**src/rtl/fx_pkg.sv**
```systemverilog
// Shared fixed-point helpers for the fx_* datapaths.
//   fx_fmt_t   : word format descriptor (total width, fractional bits)
//   fx_rq_t    : requantization result {ovf, data}
//   fx_requant : arithmetic shift right (floor toward -inf), range check
//                against a signed out_w-bit word, optional clamp.
// The value is carried at FX_MAX_W bits so the function serves any format
// up to that width; callers keep the low out_w bits of .data.
package fx_pkg;

  localparam int FX_MAX_W = 64;

  typedef struct packed {
    logic [7:0] width;
    logic [7:0] frac;
  } fx_fmt_t;

  typedef struct packed {
    logic                       ovf;
    logic signed [FX_MAX_W-1:0] data;
  } fx_rq_t;

  function automatic fx_rq_t fx_requant(
    input logic signed [FX_MAX_W-1:0] value,
    input int unsigned                shift,
    input int unsigned                out_w,
    input logic                       sat
  );
    fx_rq_t                     res;
    logic signed [FX_MAX_W-1:0] shifted;
    logic signed [FX_MAX_W-1:0] max_v;
    logic signed [FX_MAX_W-1:0] min_v;
    shifted  = value >>> shift;
    max_v    = (64'sd1 <<< (out_w - 1)) - 64'sd1;
    min_v    = -(64'sd1 <<< (out_w - 1));
    res.ovf  = (shifted > max_v) || (shifted < min_v);
    res.data = shifted;
    if (sat && res.ovf) begin
      res.data = shifted[FX_MAX_W-1] ? min_v : max_v;
    end
    return res;
  endfunction

endpackage

```
**src/rtl/fx_pipe_stage.sv**
```systemverilog
// One elastic register stage (valid/ready on both sides).
//   i_clk, i_rst_n     : clock, async active-low reset
//   i_valid, o_ready   : upstream handshake
//   i_data  [W-1:0]    : upstream payload
//   o_valid, i_ready   : downstream handshake
//   o_data  [W-1:0]    : registered payload
// The stage accepts whenever it is empty or its content leaves this cycle,
// so a chain of these sustains one transfer per cycle. Payload is only
// captured for valid input, keeping don't-care data out of the pipe.
module fx_pipe_stage #(
  parameter int W = 8
) (
  input  logic         i_clk,
  input  logic         i_rst_n,
  input  logic         i_valid,
  output logic         o_ready,
  input  logic [W-1:0] i_data,
  output logic         o_valid,
  input  logic         i_ready,
  output logic [W-1:0] o_data
);

  logic         r_valid;
  logic [W-1:0] r_data;

  assign o_ready = ~r_valid | i_ready;
  assign o_valid = r_valid;
  assign o_data  = r_data;

  always_ff @(posedge i_clk or negedge i_rst_n) begin
    if (!i_rst_n) begin
      r_valid <= 1'b0;
      r_data  <= '0;
    end else if (o_ready) begin
      r_valid <= i_valid;
      if (i_valid) begin
        r_data <= i_data;
      end
    end
  end

endmodule

```
**src/rtl/fx_sub_pipe.sv**
```systemverilog
// Pipelined signed fixed-point subtractor o = a - b with elastic flow control.
//   i_clk, i_rst_n        : clock, async active-low reset
//   i_valid, o_ready      : operand handshake
//   i_data_1 / i_data_2   : minuend a / subtrahend b, IN_W.IN_FRAC signed
//   o_valid, i_ready      : result handshake
//   o_data                : result, OUT_W.OUT_FRAC signed
//   o_ovf                 : result left the output range (qualified by o_valid)
//   o_ovf_cnt             : saturating count of transferred results with o_ovf
//   i_cnt_clr             : synchronous counter clear (wins over increment)
// Build option FX_SUB_SAT_EN: clamp o_data on overflow; otherwise wrap.
// The subtract and requantize happen in front of stage 0; stages 1..LAT-1
// only delay.
module fx_sub_pipe
  import fx_pkg::*;
#(
  parameter int IN_W     = 15,
  parameter int IN_FRAC  = 8,
  parameter int OUT_W    = 12,
  parameter int OUT_FRAC = 6,
  parameter int LAT      = 2,
  parameter int CNT_W    = 16
) (
  input  logic              i_clk,
  input  logic              i_rst_n,
  input  logic              i_valid,
  output logic              o_ready,
  input  logic [IN_W-1:0]   i_data_1,
  input  logic [IN_W-1:0]   i_data_2,
  output logic              o_valid,
  input  logic              i_ready,
  output logic [OUT_W-1:0]  o_data,
  output logic              o_ovf,
  output logic [CNT_W-1:0]  o_ovf_cnt,
  input  logic              i_cnt_clr
);

  localparam fx_fmt_t     IN_FMT  = '{width: 8'(IN_W),  frac: 8'(IN_FRAC)};
  localparam fx_fmt_t     OUT_FMT = '{width: 8'(OUT_W), frac: 8'(OUT_FRAC)};
  localparam int unsigned SHIFT   = int'(IN_FMT.frac) - int'(OUT_FMT.frac);
  localparam int unsigned OUT_WU  = int'(OUT_FMT.width);
  localparam int          P_W     = OUT_W + 1;

`ifdef FX_SUB_SAT_EN
  localparam logic SAT_EN = 1'b1;
`else
  localparam logic SAT_EN = 1'b0;
`endif

  // Holds o_ready low until the first clock after reset release.
  logic r_rst_done;

  always_ff @(posedge i_clk or negedge i_rst_n) begin
    if (!i_rst_n) begin
      r_rst_done <= 1'b0;
    end else begin
      r_rst_done <= 1'b1;
    end
  end

  // One extra bit makes the difference exact for any pair of inputs.
  logic signed [IN_W:0]   w_a_ext;
  logic signed [IN_W:0]   w_b_ext;
  logic signed [IN_W:0]   w_diff;
  fx_rq_t                 w_rq;
  logic [OUT_W-1:0]       w_q_data;

  assign w_a_ext  = {i_data_1[IN_W-1], i_data_1};
  assign w_b_ext  = {i_data_2[IN_W-1], i_data_2};
  assign w_diff   = w_a_ext - w_b_ext;
  assign w_rq     = fx_requant(FX_MAX_W'(w_diff), SHIFT, OUT_WU, SAT_EN);
  assign w_q_data = OUT_W'(w_rq.data);

  logic           w_vld [LAT+1];
  logic           w_rdy [LAT+1];
  logic [P_W-1:0] w_dat [LAT+1];

  assign w_vld[0]   = i_valid & r_rst_done;
  assign w_dat[0]   = {w_rq.ovf, w_q_data};
  assign w_rdy[LAT] = i_ready;
  assign o_ready    = w_rdy[0] & r_rst_done;

  for (genvar k = 0; k < LAT; k++) begin : g_stage
    fx_pipe_stage #(
      .W (P_W)
    ) u_stage (
      .i_clk   (i_clk),
      .i_rst_n (i_rst_n),
      .i_valid (w_vld[k]),
      .o_ready (w_rdy[k]),
      .i_data  (w_dat[k]),
      .o_valid (w_vld[k+1]),
      .i_ready (w_rdy[k+1]),
      .o_data  (w_dat[k+1])
    );
  end

  assign o_valid = w_vld[LAT];
  assign o_data  = w_dat[LAT][OUT_W-1:0];
  assign o_ovf   = w_dat[LAT][OUT_W];

  logic             w_out_xfer;
  logic [CNT_W-1:0] r_ovf_cnt;

  assign w_out_xfer = o_valid & i_ready;
  assign o_ovf_cnt  = r_ovf_cnt;

  always_ff @(posedge i_clk or negedge i_rst_n) begin
    if (!i_rst_n) begin
      r_ovf_cnt <= '0;
    end else if (i_cnt_clr) begin
      r_ovf_cnt <= '0;
    end else if (w_out_xfer && o_ovf && (r_ovf_cnt != {CNT_W{1'b1}})) begin
      r_ovf_cnt <= r_ovf_cnt + CNT_W'(1);
    end
  end

endmodule

```
**config.mk**
```make
export PLATFORM = sky130hd
export DESIGN_NAME = fx_sub_pipe
export DESIGN_NICKNAME = d
export VERILOG_FILES = /design/src/rtl/fx_pkg.sv /design/src/rtl/fx_pipe_stage.sv /design/src/rtl/fx_sub_pipe.sv
export SDC_FILE = /design/constraint.sdc
export NUM_CORES = 1
export LEC_CHECK = 0
export CAP_MARGIN = 30
export CORE_AREA = 2 2 80 82
export CTS_BUF_LIST = sky130_fd_sc_hd__clkbuf_16
export DETAILED_ROUTE_END_ITERATION = 10
export DIE_AREA = 0 0 82 84
export PLACE_DENSITY = 0.71
export SYNTH_ARGS = -nofsm -noshare
export SYNTH_HDL_FRONTEND = slang
export SYNTH_SLANG_ARGS = --single-unit
```
**constraint.sdc**
```tcl
create_clock -name i_clk -period 1.8 [get_ports i_clk]
set_input_delay 0.36 -clock i_clk [delete_from_list [all_inputs] [get_ports i_clk]]
set_output_delay 0.36 -clock i_clk [all_outputs]
set_load 0.02 [all_outputs]
```
==> impl_metrics.env, run 1 <==
export IMPL_violations="setup timing"
export IMPL_drtPass1Iterations=4
export IMPL_setup_viol=7
export IMPL_fin_ws_ps=-316
export IMPL_yosysWarningCount=0
export IMPL_synth_fp_nets=316
export IMPL_tritoncts="yes"
export IMPL_synthMuxAreaShare_pct=6.39
export IMPL_routedWlPerCell_um=13.1
export IMPL_clockBufferDepth=2
export IMPL_min_to="g_stage[1].u_stage.o_valid$_DFFE_PN0P_"
export IMPL_synthFlopType="dfrtp_1"
export IMPL_ant_nets=0
export IMPL_worstPathMaxFanout=3
export IMPL_htree_levels=2
export IMPL_drive_above_1_share_pct=40.3
export IMPL_synth_distinct_cells=50
export IMPL_r2r_slack_ps=-10
export IMPL_synthSimpleGateAreaFrac_pct=18.9
export IMPL_async_flop_share_pct=100
export IMPL_pin_count=66
export IMPL_vias_per_cell=5.03
export IMPL_final_cells=474
export IMPL_ir_drop_mv=0.554
export IMPL_worst_setup_path_type="in -> reg"
export IMPL_leakagePower_nw=1.93
export IMPL_synth_xor_area_share_pct=7.73
export IMPL_fillers=440
export IMPL_hold_viol=0
export IMPL_place_congestion=0.818
export IMPL_antenna_found_initial=0
export IMPL_utilization_pct=71.2
export IMPL_grt_max_degree=25
export IMPL_rsz0062_at_grt="yes"
export IMPL_numPortBuffers=65
export IMPL_synth_adder_area_share_pct=7.20
export IMPL_post_route_period_util_pct=118
export IMPL_fin_hold_ws_ps=460
export IMPL_core_area_mm2=0.00610
export IMPL_regToRegEndpoint="o_ovf_cnt[5]$_DFFE_PN0P_"
export IMPL_dieArea_mm2=0.00689
export IMPL_ys_ff_latch=45
export IMPL_diodes=0
export IMPL_synth_area_top_cells="dfrtp_1 (43%), ha_1 (7.2%), mux2_2 (5.6%)"
export IMPL_cp_end_kind="flop"
export IMPL_maxSlewViolCount=0
export IMPL_rows=29
export IMPL_r2r_start="o_ovf_cnt[7]$_DFFE_PN0P_"
export IMPL_clock_skew_ps=4.10
export IMPL_dp_hpwl_mm=4.44
export IMPL_synth_compound_gate_area_share_pct=12.9
export IMPL_clk_latency_ps=290
export IMPL_first_global_vias=2359
export IMPL_fmax_mhz=473
export IMPL_start_util_pct=42.8
export IMPL_vias=2383
export IMPL_worstHoldPathType="in -> reg"
export IMPL_synth_top_cell_area_share_pct=43.2
export IMPL_maxCapViolations=0
export IMPL_cp_start_kind="primary input"
export IMPL_yosysTopAreaCell="dfrtp_1"
export IMPL_track_usage_pct=18.9
export IMPL_area_growth_pct=66.5
export IMPL_placedCellCount=454
export IMPL_power_mw=3.66
export IMPL_final_nets=446
export IMPL_routed_wl_mm=6.19
export IMPL_layout_common_cells="buf_4 (54), dfrtp_1 (41), clkdlybuf4s50_1 (39), nand2_1 (27), nor2_1 (21)"
export IMPL_synth_top_family_by_area="simple AND/OR/NAND/NOR gates"
export IMPL_synth_edf_count=0
export IMPL_r2r_cells=8
export IMPL_crit_arrival_ps=2280
export IMPL_netlist_area_mm2=0.00261
export IMPL_root_buffer="clkbuf_16"
export IMPL_final_common_cell="buf_4"
export IMPL_yosysSeqAreaShare_pct=43.2
export IMPL_drt_iter0_markers=56
export IMPL_grt_pass1_wl_mm=10.3
export IMPL_numCtsBuffers=5
export IMPL_postSynthCellCount=266
export IMPL_drc=0
export IMPL_status="finished with violations"
export IMPL_min_path_cells=3
export IMPL_cellPowerDensity_mw_per_mm2=844
export IMPL_clkSlewWorstSetupHoldPaths_ps=60
export IMPL_hold_start="i_ready"
export IMPL_chipHeight_um=84
export IMPL_die_width_um=82
export IMPL_synth_avg_cell_area_um2=9.80
export IMPL_overflow=0
export IMPL_fin_crit_ps=2120
export IMPL_required_ps=1970
export IMPL_cts_sinks=45
Yosys cell counts (2+ instances only):
master    instances
inv_1            17
clkbuf_1          4
o21ai_1           2
xnor2_1           8
nand2_1          28
o21ai_0          13
mux2_2           13
nand4_1           6
a21o_1            2
or3_1             3
and3_1            3
nand2b_1          3
a21oi_1          14
xor2_1           15
mux2i_1           2
a31o_1            2
a21oi_4           2
or2_1             3
nor3_1            3
buf_1             2
ha_1             15
nand3_1           9
dfrtp_1          45
and4_1            3
nor2_1           23
nor3b_1           2
report_power, final:
group	switching, mW	leakage (nW)	internal, mW
sequential	0.113	0.574	1.21
combinational	0.585	1.27	0.734
clock	0.372	0.0852	0.652
total	1.07	1.93	2.59
worst max path at each step:
stage	start	end	slack, ps	cells after the start
after global placement	i_data_2[2]	g_stage[0].u_stage.o_data[12]$_DFFE_PN0P_	-1020	11
final	i_data_2[9]	g_stage[0].u_stage.o_data[12]$_DFFE_PN0P_	-320	10
after global routing	i_data_1[10]	g_stage[0].u_stage.o_data[12]$_DFFE_PN0P_	-420	9
after detailed placement	i_data_2[2]	g_stage[0].u_stage.o_data[12]$_DFFE_PN0P_	-1060	11
after floorplan	i_data_1[2]	g_stage[0].u_stage.o_data[8]$_DFFE_PN0P_	-450	9
after CTS	i_data_2[2]	g_stage[0].u_stage.o_data[8]$_DFFE_PN0P_	-370	11
logic make-up after synthesis:
logic type,Yosys count
multiplexers,15
flip-flops,45
AO/OA/AOI/OAI,47
buffers and inverters,24
XOR/XNOR,23
adder cells (fa/ha/maj),15
other,1
AND/OR/NAND/NOR,96
sequential cells by signal (all words and copies together) (netlist names):
name                     cells
o_ovf_cnt                   16
g_stage.u_stage.o_valid      2
r_rst_done                   1
g_stage.u_stage.o_data      26
worst max-delay path, cell delays in order:
cell      delay (ps)
buf_6             70
inv_2             30
ha_4             250
nand4_1          200
or4_4            550
nand2b_4         100
o41ai_4           80
or3b_1           360
a31oi_1          210
o31ai_2           70
what timing repair did:
item                       CTS  global route
hold endpoints to repair    13             0
gates resized for setup     91            28
buffers inserted             9             2
setup endpoints to repair   13            22
hold buffers                 1             0
pin swaps                   24            20
per-stage QoR:
stage / setup TNS (ps) / cell area (um^2) / worst slack [ps]
2_1_floorplan: -1720 / 2740 / -450
3_3_place_gp: -9680 / 3850 / -1020
3_5_place_dp: -10180 / 3850 / -1060
4_1_cts: -1230 / 4200 / -367
5_1_grt: -2070 / 4340 / -422
6_report: -971 / 4340 / -316
metal layers:
metal | vias to the layer above | wire, um | track usage [%]
li1 | 1183 | - | -
met1 | 1143 | 2710 | 23.2
met2 | 52 | 3230 | 33.7
met3 | 5 | 205 | 3.03
met4 | 0 | 53 | 5.00
met5 | - | 0 | 0
layout make-up:
cell class / instances / area [um^2] / area share, %
sequential: 45 / 1130 / 26.1
clock buffer: 5 / 125 / 2.88
clock inverter: 3 / 42.5 / 0.980
tap: 77 / 96.3 / 2.22
timing repair buffer: 130 / 1170 / 27.0
multi-input combinational: 197 / 1710 / 39.3
inverter: 17 / 68.8 / 1.59
(Power assumes the default switching activity.)
==> inputs of run 2 (changes only) <==
--- a/config.mk
+++ b/config.mk
@@ -6,10 +6,10 @@
 export NUM_CORES = 1
 export LEC_CHECK = 0
 export CAP_MARGIN = 30
-export CORE_AREA = 2 2 80 82
+export CORE_AREA = 5 5 83 85
 export CTS_BUF_LIST = sky130_fd_sc_hd__clkbuf_16
 export DETAILED_ROUTE_END_ITERATION = 10
-export DIE_AREA = 0 0 82 84
+export DIE_AREA = 0 0 88 90
 export PLACE_DENSITY = 0.71
 export SYNTH_ARGS = -nofsm -noshare
 export SYNTH_HDL_FRONTEND = slang
==> constraint.sdc (replaced) <==
create_clock -name i_clk -period 1.9 [get_ports i_clk]
set_input_delay 0.38 -clock i_clk [delete_from_list [all_inputs] [get_ports i_clk]]
set_output_delay 0.38 -clock i_clk [all_outputs]
set_load 0.02 [all_outputs]
==> run 2 against run 1 <==
  * The flow still finishes with violations (setup timing)
  * Critical path depth increased by 1
  * Setup slack improved by 48 ps
  * Clock power fell by 16%
  * Worst hold slack worse by 300 ps
  * Cell count shrank 1.3%
  * Combinational power is 8% lower
==> impl_metrics.env, run 2 (synthesis gave the netlist of run 1 again) <==
export IMPL_final_nets=440
export IMPL_hold_viol=0
export IMPL_multi_input_area_mm2=0.00166
export IMPL_numCtsBuffers=5
export IMPL_numPortBuffers=65
export IMPL_dieArea_mm2=0.00792
export IMPL_final_common_cell="buf_4"
export IMPL_overflow=0
export IMPL_endpoint="g_stage[0].u_stage.o_data[12]$_DFFE_PN0P_"
export IMPL_fmax_mhz=461
export IMPL_pin_count=66
export IMPL_rows=29
export IMPL_diodes=0
export IMPL_grt_max_degree=46
export IMPL_drc=0
export IMPL_setup_viol=4
export IMPL_regToRegEndpoint="o_ovf_cnt[6]$_DFFE_PN0P_"
export IMPL_worstPathMaxFanout=4
export IMPL_cellPowerDensity_mw_per_mm2=790
export IMPL_antenna_found_initial=0
export IMPL_startpoint="i_data_2[12]"
export IMPL_drt_iter0_markers=71
export IMPL_worstHoldPathType="in -> async"
export IMPL_tritoncts="yes"
export IMPL_rsz0062_at_grt="yes"
export IMPL_fin_ws_ps=-268
export IMPL_post_route_period_util_pct=114
export IMPL_fin_crit_ps=2170
export IMPL_maxSlewViolCount=0
export IMPL_first_global_vias=2483
export IMPL_cts_sinks=45
export IMPL_slew_headroom_pct=58.9
export IMPL_track_usage_pct=16.0
export IMPL_violations="setup timing"
export IMPL_maxCapViolations=0
export IMPL_drtPass1Iterations=4
export IMPL_start_util_pct=42.5
export IMPL_routedWlPerCell_um=13.1
export IMPL_vias_per_cell=5.04
export IMPL_seq_area_mm2=0.00113
export IMPL_fillers=481
export IMPL_worstMarginPinSlew_ps=611
export IMPL_r2r_cells=8
export IMPL_core_area_mm2=0.00613
export IMPL_clkSlewWorstSetupHoldPaths_ps=60
export IMPL_clockBufferDepth=2
export IMPL_layout_common_cells="buf_4 (53), dfrtp_1 (41), clkdlybuf4s50_1 (40), nand2_1 (28), nor2_1 (22)"
export IMPL_r2r_slack_ps=80
export IMPL_die_width_um=88
export IMPL_cp_end_kind="flop"
export IMPL_worst_setup_path_type="in -> reg"
export IMPL_htree_levels=2
export IMPL_setup_tns_ps=-789
export IMPL_status="finished with violations"
export IMPL_grt_pass1_wl_mm=10.6
export IMPL_leakagePower_nw=1.86
export IMPL_chipHeight_um=90
export IMPL_place_congestion=0.754
export IMPL_vias=2361
export IMPL_r2r_start="o_ovf_cnt[10]$_DFFE_PN0P_"
export IMPL_ant_nets=0
export IMPL_clk_latency_ps=280
export IMPL_postPlaceCellArea_mm2=0.00383
export IMPL_area_growth_pct=61.8
export IMPL_fin_hold_ws_ps=164
export IMPL_drive_above_1_share_pct=39.9
export IMPL_dp_hpwl_mm=4.52
export IMPL_routed_wl_mm=6.12
export IMPL_ir_drop_mv=0.515
export IMPL_crit_arrival_ps=2330
export IMPL_required_ps=2060
export IMPL_clock_skew_ps=4.97
export IMPL_root_buffer="clkbuf_16"
export IMPL_largest_reg_flops=26
export IMPL_cp_start_kind="primary input"
export IMPL_design_area_mm2=0.00422
run 2: layer usage:
| metal | up-vias | track usage [%] | wire length, um |
|---|---|---|---|
| met5 | - | 0 | 0 |
| met4 | 0 | 4.99 | 38 |
| met3 | 4 | 2.74 | 364 |
| met2 | 60 | 28.3 | 3130 |
| met1 | 1129 | 19.3 | 2590 |
| li1 | 1168 | - | - |
run 2: repair_timing:
action                                  CTS  global route
buffers inserted                          7             2
pin swaps                                24            29
resized for setup                        77            50
hold buffers                              0             0
endpoints found under the setup margin   13            17
hold endpoints to repair                  0             0
run 2: how the worst min path moves through the flow:
| stage | start | endpoint | depth (start not counted) |
|---|---|---|---|
| finish | i_rst_n | o_ovf_cnt[6]$_DFFE_PN0P_ | 2 |
| global route | i_rst_n | o_ovf_cnt[5]$_DFFE_PN0P_ | 2 |
| CTS | i_rst_n | o_ovf_cnt[5]$_DFFE_PN0P_ | 2 |
| detailed placement | g_stage[0].u_stage.o_data[4]$_DFFE_PN0P_ | g_stage[0].u_stage.o_data[4]$_DFFE_PN0P_ | 2 |
| global placement | g_stage[0].u_stage.o_data[9]$_DFFE_PN0P_ | g_stage[0].u_stage.o_data[9]$_DFFE_PN0P_ | 2 |
| floorplan | i_rst_n | g_stage[0].u_stage.o_data[0]$_DFFE_PN0P_ | 0 |
run 2: final cells by class:
type / instances / share of cell area, %
clock buffer: 5 / 2.97
tap: 77 / 2.28
multi-input combinational: 197 / 39.4
sequential: 45 / 26.8
clock inverter: 3 / 0.593
inverter: 17 / 1.75
timing repair buffer: 124 / 26.2
run 2: critical path, cell delays in order:
cell             delay, ps
clkdlybuf4s50_1        450
inv_1                   60
ha_4                   230
a21oi_1                150
nand2_1                 80
a221o_1                300
a31o_1                 220
nor3_1                 140
nand2_1                 80
a31oi_2                140
o31ai_2                 80
run 2: metrics by stage:
stage	utilization, %	setup slack (ps)	std cells	total power [mW]
after floorplan	-	-370	266	1.85
after global placement	62.4	-945	451	2.38
after detailed placement	62.4	-989	451	2.40
after CTS	66.4	-299	466	3.32
after global routing	68.8	-361	468	3.52
final	68.8	-268	468	3.33
run 2: report_power, final:
part | leakage, nW | switching [mW] | internal (mW)
Sequential | 0.574 | 0.105 | 1.14
Combinational | 1.22 | 0.541 | 0.681
Clock | 0.0708 | 0.363 | 0.496
==> inputs of run 3 (changes only) <==
--- a/config.mk
+++ b/config.mk
@@ -10,6 +10,7 @@
 export CTS_BUF_LIST = sky130_fd_sc_hd__clkbuf_16
 export DETAILED_ROUTE_END_ITERATION = 10
 export DIE_AREA = 0 0 88 90
+export GPL_ROUTABILITY_DRIVEN = 0
 export PLACE_DENSITY = 0.71
 export SYNTH_ARGS = -nofsm -noshare
 export SYNTH_HDL_FRONTEND = slang
==> results of run 3 <==
Final layout, timing and power as in run 2 (identical DEF).
